`config.mk`:
```
export PLATFORM = sky130hd
export DESIGN_NAME = lbist_ctrl_mc
export DESIGN_NICKNAME = d
export VERILOG_FILES = /design/src/rtl/lbist_ctrl_mc.sv
export SDC_FILE = /design/constraint.sdc
export NUM_CORES = 1
export LEC_CHECK = 0
export CORE_MARGIN = 10
export CORE_UTILIZATION = 40
export DETAILED_ROUTE_END_ITERATION = 16
export GPL_TIMING_DRIVEN = 0
export REMOVE_ABC_BUFFERS = 1
export SYNTH_ARGS = -nofsm -noshare
export SYNTH_HDL_FRONTEND = slang
export SYNTH_SLANG_ARGS = --single-unit
```
`constraint.sdc`:
```
create_clock -name mclk -period 2.6 [get_ports mclk]
set_clock_uncertainty 0.15 [all_clocks]
set_input_delay 0.26 -clock mclk [delete_from_list [all_inputs] [get_ports mclk]]
set_output_delay 0.26 -clock mclk [all_outputs]
set_load 0.005 [all_outputs]
```
`src/rtl/lbist_ctrl_mc.sv`:
```
// lbist_ctrl_mc: multi-chain LBIST sequencer (Galois PRPG -> SCW chains, 1-4 captures, MISR signature).
// Revision: 1.0
`default_nettype none

module lbist_ctrl_mc #(
  parameter int          SCW       = 8,
  parameter int          CW        = 16,
  parameter logic [31:0] PRPG_POLY = 32'h0040_0007,
  parameter logic [31:0] MISR_POLY = 32'h0040_0007
) (
  input  logic           mclk,
  input  logic           rst_n,
  input  logic           srst,
  input  logic           lbist_start,
  input  logic [CW-1:0]  cfg_lbist_pat,
  input  logic [CW-1:0]  cfg_chain_depth,
  input  logic [1:0]     cfg_capture_cnt,
  input  logic [31:0]    cfg_seed,
  input  logic [31:0]    cfg_exp_sig,
  output logic           lbist_busy,
  output logic           lbist_done,
  output logic           lbist_pass,
  output logic [31:0]    lbist_sig,
  output logic           scan_clk_en,
  output logic           scan_rst_n,
  output logic           scan_mode,
  output logic           scan_en,
  output logic [SCW-1:0] scan_in,
  input  logic [SCW-1:0] scan_out
);

  typedef enum logic [2:0] {
    S_IDLE    = 3'd0,
    S_INIT    = 3'd1,
    S_SHIFT   = 3'd2,
    S_CSETUP  = 3'd3,
    S_CAPTURE = 3'd4,
    S_CHOLD   = 3'd5,
    S_UNLOAD  = 3'd6,
    S_DONE    = 3'd7
  } state_t;

  localparam logic [CW-1:0] C_ONE = CW'(1);

  state_t          r_state;
  logic            r_start_d;
  logic [31:0]     r_prpg;
  logic [31:0]     r_sig;
  logic [CW-1:0]   r_pat;
  logic [CW-1:0]   r_depth;
  logic [1:0]      r_cap;
  logic [31:0]     r_exp;
  logic [CW-1:0]   r_pat_idx;
  logic [CW-1:0]   r_cnt;
  logic            r_busy;
  logic            r_done;
  logic            r_pass;
  logic            r_scan_clk_en;
  logic            r_scan_rst_n;
  logic            r_scan_mode;
  logic            r_scan_en;
  logic [SCW-1:0]  r_scan_in;

  logic            w_start_edge;
  logic [31:0]     w_seed_eff;
  logic [CW-1:0]   w_depth_eff;
  logic [31:0]     w_prpg_next;
  logic [31:0]     w_misr_next;
  logic [31:0]     w_so_ext;
  logic [31:0]     w_src;
  logic [SCW-1:0]  w_chain;
  logic [CW-1:0]   w_pat_inc;

  assign w_start_edge = lbist_start & ~r_start_d;
  assign w_seed_eff   = (cfg_seed == 32'h0) ? 32'h1 : cfg_seed;
  assign w_depth_eff  = (cfg_chain_depth == '0) ? C_ONE : cfg_chain_depth;
  assign w_prpg_next  = {r_prpg[30:0], 1'b0} ^ (r_prpg[31] ? PRPG_POLY : 32'h0);
  assign w_misr_next  = {r_sig[30:0], 1'b0} ^ (r_sig[31] ? MISR_POLY : 32'h0) ^ w_so_ext;
  assign w_pat_inc    = r_pat_idx + C_ONE;

  // scan_in is registered, so it is computed from the PRPG value the next SHIFT cycle will hold
  always_comb begin
    w_so_ext = '0;
    w_so_ext[SCW-1:0] = scan_out;
    w_src = r_prpg;
    if (r_state == S_INIT) begin
      w_src = w_seed_eff;
    end else if (r_state == S_SHIFT) begin
      w_src = w_prpg_next;
    end
  end

  for (genvar g = 0; g < SCW; g++) begin : g_chain
    assign w_chain[g] = w_src[g] ^ w_src[(g + SCW) % 32];
  end

  always_ff @(posedge mclk or negedge rst_n) begin
    if (!rst_n) begin
      r_state       <= S_IDLE;
      r_start_d     <= 1'b0;
      r_prpg        <= 32'h0;
      r_sig         <= 32'h0;
      r_pat         <= '0;
      r_depth       <= '0;
      r_cap         <= 2'd0;
      r_exp         <= 32'h0;
      r_pat_idx     <= '0;
      r_cnt         <= '0;
      r_busy        <= 1'b0;
      r_done        <= 1'b0;
      r_pass        <= 1'b0;
      r_scan_clk_en <= 1'b0;
      r_scan_rst_n  <= 1'b1;
      r_scan_mode   <= 1'b0;
      r_scan_en     <= 1'b0;
      r_scan_in     <= '0;
    end else if (srst) begin
      r_state       <= S_IDLE;
      r_start_d     <= lbist_start;
      r_prpg        <= 32'h0;
      r_sig         <= 32'h0;
      r_pat_idx     <= '0;
      r_cnt         <= '0;
      r_busy        <= 1'b0;
      r_done        <= 1'b0;
      r_pass        <= 1'b0;
      r_scan_clk_en <= 1'b0;
      r_scan_rst_n  <= 1'b1;
      r_scan_mode   <= 1'b0;
      r_scan_en     <= 1'b0;
      r_scan_in     <= '0;
    end else begin
      r_start_d <= lbist_start;
      case (r_state)
        S_IDLE, S_DONE: begin
          if (w_start_edge) begin
            r_state      <= S_INIT;
            r_busy       <= 1'b1;
            r_done       <= 1'b0;
            r_pass       <= 1'b0;
            r_sig        <= 32'h0;
            r_scan_mode  <= 1'b1;
            r_scan_rst_n <= 1'b0;
          end
        end
        S_INIT: begin
          r_pat        <= cfg_lbist_pat;
          r_depth      <= w_depth_eff;
          r_cap        <= cfg_capture_cnt;
          r_exp        <= cfg_exp_sig;
          r_prpg       <= w_seed_eff;
          r_sig        <= 32'h0;
          r_pat_idx    <= '0;
          r_scan_rst_n <= 1'b1;
          if (cfg_lbist_pat == '0) begin
            r_state     <= S_DONE;
            r_busy      <= 1'b0;
            r_done      <= 1'b1;
            r_scan_mode <= 1'b0;
            r_pass      <= (cfg_exp_sig == 32'h0);
          end else begin
            r_state       <= S_SHIFT;
            r_scan_en     <= 1'b1;
            r_scan_clk_en <= 1'b1;
            r_scan_in     <= w_chain;
            r_cnt         <= w_depth_eff - C_ONE;
          end
        end
        S_SHIFT: begin
          r_prpg <= w_prpg_next;
          // first load has no prior capture to unload
          if (r_pat_idx != '0) begin
            r_sig <= w_misr_next;
          end
          if (r_cnt == '0) begin
            r_state       <= S_CSETUP;
            r_scan_en     <= 1'b0;
            r_scan_clk_en <= 1'b0;
          end else begin
            r_cnt     <= r_cnt - C_ONE;
            r_scan_in <= w_chain;
          end
        end
        S_CSETUP: begin
          r_state       <= S_CAPTURE;
          r_scan_clk_en <= 1'b1;
          r_cnt         <= CW'(r_cap);
        end
        S_CAPTURE: begin
          if (r_cnt == '0) begin
            r_state       <= S_CHOLD;
            r_scan_en     <= 1'b1;
            r_scan_clk_en <= 1'b0;
          end else begin
            r_cnt <= r_cnt - C_ONE;
          end
        end
        S_CHOLD: begin
          r_pat_idx     <= w_pat_inc;
          r_cnt         <= r_depth - C_ONE;
          r_scan_clk_en <= 1'b1;
          if (w_pat_inc == r_pat) begin
            r_state   <= S_UNLOAD;
            r_scan_in <= '0;
          end else begin
            r_state   <= S_SHIFT;
            r_scan_in <= w_chain;
          end
        end
        S_UNLOAD: begin
          r_sig <= w_misr_next;
          if (r_cnt == '0) begin
            r_state       <= S_DONE;
            r_busy        <= 1'b0;
            r_done        <= 1'b1;
            r_scan_mode   <= 1'b0;
            r_scan_en     <= 1'b0;
            r_scan_clk_en <= 1'b0;
            r_pass        <= (w_misr_next == r_exp);
          end else begin
            r_cnt <= r_cnt - C_ONE;
          end
        end
        default: r_state <= S_IDLE;
      endcase
    end
  end

  assign lbist_busy  = r_busy;
  assign lbist_done  = r_done;
  assign lbist_pass  = r_pass;
  assign lbist_sig   = r_sig;
  assign scan_clk_en = r_scan_clk_en;
  assign scan_rst_n  = r_scan_rst_n;
  assign scan_mode   = r_scan_mode;
  assign scan_en     = r_scan_en;
  assign scan_in     = r_scan_in;

endmodule

`default_nettype wire
```
==> flow_metrics.py <==
metrics = {
    "placed_design": {
        "pre_cts_slack_ns": -1.408,
        "place_congestion": 0.8420,
        "hpwl_um": 20040,
        "port_buffers": 156,
    },
    "floorplan": {
        "die_x_um": 176.1,
        "io_pins": 157,
        "dieHeight_um": 176.1,
        "rows": 57,
        "core_um2": 24180,
        "initial_utilization_pct": 40.32,
        "die_area_um2": 31020,
    },
    "grt": {
        "grt_pass1_vias": 8428,
        "grt_max_degree": 98,
        "antenna_found_initial": 2,
        "grtUsageTotal_pct": 18.41,
        "gr-total-overflow": 0,
        "grt_pass1_wl_um": 46290,
    },
    "setup_path": {
        "cp.arrival_ns": 2.78,
        "critical_path_required_ns": 2.82,
        "end_kind": "register",
        "cp_max_fo": 17,
        "start_kind": "register",
        "crit_type": "reg -> reg",
    },
    "logic_synthesis": {
        "yosysTopAreaCell": "dfrtp_1",
        "ys_warn_count": 0,
        "synthArstFlopShare_pct": 100.0,
        "yosysUniqueCellTypes": 67,
        "synth_edf_count": 0,
        "synthTopCellsByArea": "dfrtp_1, mux2_2, nand2_1, o21ai_0, xor2_1",
        "synth_ff_type": "dfrtp_1",
        "avgSynthCellArea_um2": 9.447,
        "synth_top_area_share_pct": 45.94,
        "synth_area_um2": 9749,
        "yosys-top-cells-count": "dfrtp_1, nand2_1, o21ai_0, a21oi_1, mux2_2",
        "yosysMostFrequentCell": "dfrtp_1",
        "ys_ff_latch": 180,
        "ys_seq_area_share_pct": 46.21,
        "synthCells": 1032,
    },
    "routing": {
        "wl_per_cell_um": 19.02,
        "first_pass_iters": 5,
        "via_per_inst": 5.526,
        "drcViolationCount": 0,
        "drt-total-wl_um": 29410,
        "dr_total_vias": 8543,
        "drt_iter0_markers": 639,
        "ant_nets": 0,
    },
    "worst_hold_path": {
        "hold_class": "in -> reg",
    },
    "sta": {
        "setup_viol": 0,
        "hold_ws_ns": 0.1416,
        "finalHoldViolCount": 0,
        "worst_slack_ns": 0.03504,
        "slew_viol_final": 0,
        "tightest_slew_ns": 1.392,
        "maxSlewHeadroom_pct": 7.191,
        "rsz0062_at_grt": "yes",
        "finalCriticalPeriod_ns": 2.565,
        "fmax_ghz": 0.3899,
        "min_period_over_period_pct": 98.65,
    },
    "clock_network": {
        "clk_latency_ns": 0.44,
        "clk_pin_slew_ns": 0.08,
        "clockBufferDepth": 2,
        "numCtsBuffers": 17,
        "cts_tree": "done",
        "h-tree-depth": 4,
        "clock_sinks": 180,
        "cts_root_buf": "clkbuf_16",
    },
    "power": {
        "p_leak_uw": 0.005300,
        "powerDensity_nw_per_um2": 1003,
        "ir_drop_mv": 0.4560,
        "power_uw": 13120,
    },
    "cells_and_area": {
        "syn2layout_area_growth_pct": 34.20,
        "fin_nets": 1322,
        "final_core_util_pct": 54.12,
        "layout-drive-gt1-share_pct": 19.89,
        "diodes": 0,
    },
    "status": {
        "status": "completed",
    },
    "flow_run": {
        "drv_cap": 0,
    },
}
path summary, 6_finish.rpt:
path	from	endpoint	slack [ns]	depth (start not counted)
worst min-delay path	lbist_start	r_start_d	0.14	1
worst min register to register	r_prpg[25]	r_prpg[25]	0.34	2
worst max-delay path	r_state[2]	r_cnt[13]	0.04	7
worst max register to register	r_state[2]	r_cnt[13]	0.04	7
min in group asynchronous	rst_n	r_pat_idx[2]	0.27	2
max in group asynchronous	rst_n	r_cnt[13]	1.04	3
through the flow:
stage / cell area, um2 / TNS, ns / std cells
after floorplan: 9479 / -539.36 / 967
after global placement: 11450 / -2307.31 / 1447
after detailed placement: 11680 / -127.40 / 1460
after CTS: 12780 / 0 / 1527
after global routing: 13080 / -0.7913 / 1546
final: 13080 / 0 / 1546
critical path, cell delays in order, from the launching register on:
cell and delay, ns:
dfrtp_4 0.57, or2_4 0.38, a21oi_2 0.22, o22ai_2 0.15, nor3_4 0.28, nand3_1 0.13
or4b_1 0.53, nand3_1 0.10
metal layers:
layer | global-route usage (%) | vias to the layer above | wire [um]
li1 | - | 4084 | -
met1 | 23.23 | 4208 | 12520
met2 | 30.21 | 220 | 14480
met3 | 5.553 | 29 | 1964
met4 | 4.592 | 2 | 435
met5 | 0 | - | 13
cells by family after synthesis:
family	Yosys count	share of synthesized area, %
flip-flops	180	46.21
buffers and inverters	75	3.157
multiplexers	81	9.138
XOR/XNOR	82	7.366
AO/OA/AOI/OAI	248	15.52
adder cells (fa/ha/maj)	3	0.3851
AND/OR/NAND/NOR	363	18.22
layout by cell type, fill, tap and decap left out, drive strengths merged, types with 3 or more instances in the layout:
master,netlist,routed
o31ai,23,23
o41ai,4,4
nor2b,8,8
nand3,24,24
ha,3,3
nor4,39,39
and2,4,4
and4,4,4
nand4,18,18
o22ai,14,14
mux2i,17,17
o21bai,3,4
a22o,9,9
clkbuf,43,17
clkdlybuf4s50,0,154
xor2,47,47
inv,10,16
a21oi,65,65
or3,3,3
o22a,5,5
nand2b,7,7
mux2,64,64
buf,22,65
xnor2,35,35
nand2,149,149
or2,4,4
dfrtp,179,179
nand3b,7,8
a211oi,3,3
nor3,22,22
clkinv,0,8
o21ai,85,85
a31oi,6,6
nor2,55,55
nor3b,3,3
and3,6,6
a21o,18,18
sequential cells by signal (all words and copies together) (netlist names):
name / count
scan_clk_en: 1
r_cap: 2
r_prpg: 32
r_state: 3
lbist_sig: 32
r_start_d: 1
r_cnt: 16
r_pat: 16
r_exp: 32
r_depth: 16
scan_in: 8
scan_en: 1
lbist_pass: 1
scan_rst_n: 1
r_pat_idx: 16
lbist_done: 1
scan_mode: 1
where the power goes:
part	switching, uW	internal (uW)
Sequential	777	3760
Clock	1350	1330
Combinational	3130	2780
Total	5260	7860
cell type report:
type / instances / area [um2]
Multi-Input combinational cell: 779 / 5306
Sequential cell: 180 / 4528
Clock buffer: 17 / 425.4
Inverter: 10 / 41.29
Fill cell: 2159 / 11090
Clock inverter: 15 / 203.9
Tap cell: 324 / 405.4
Timing Repair Buffer: 221 / 2173
what timing repair did:
action	CTS	global route
resized for setup	60	34
pin swaps	15	14
buffers inserted	33	18
gates cloned	1	1
setup endpoints to repair	177	59
hold endpoints to repair	95	0
hold buffers	1	0
Power figures use the tool's default switching activity.
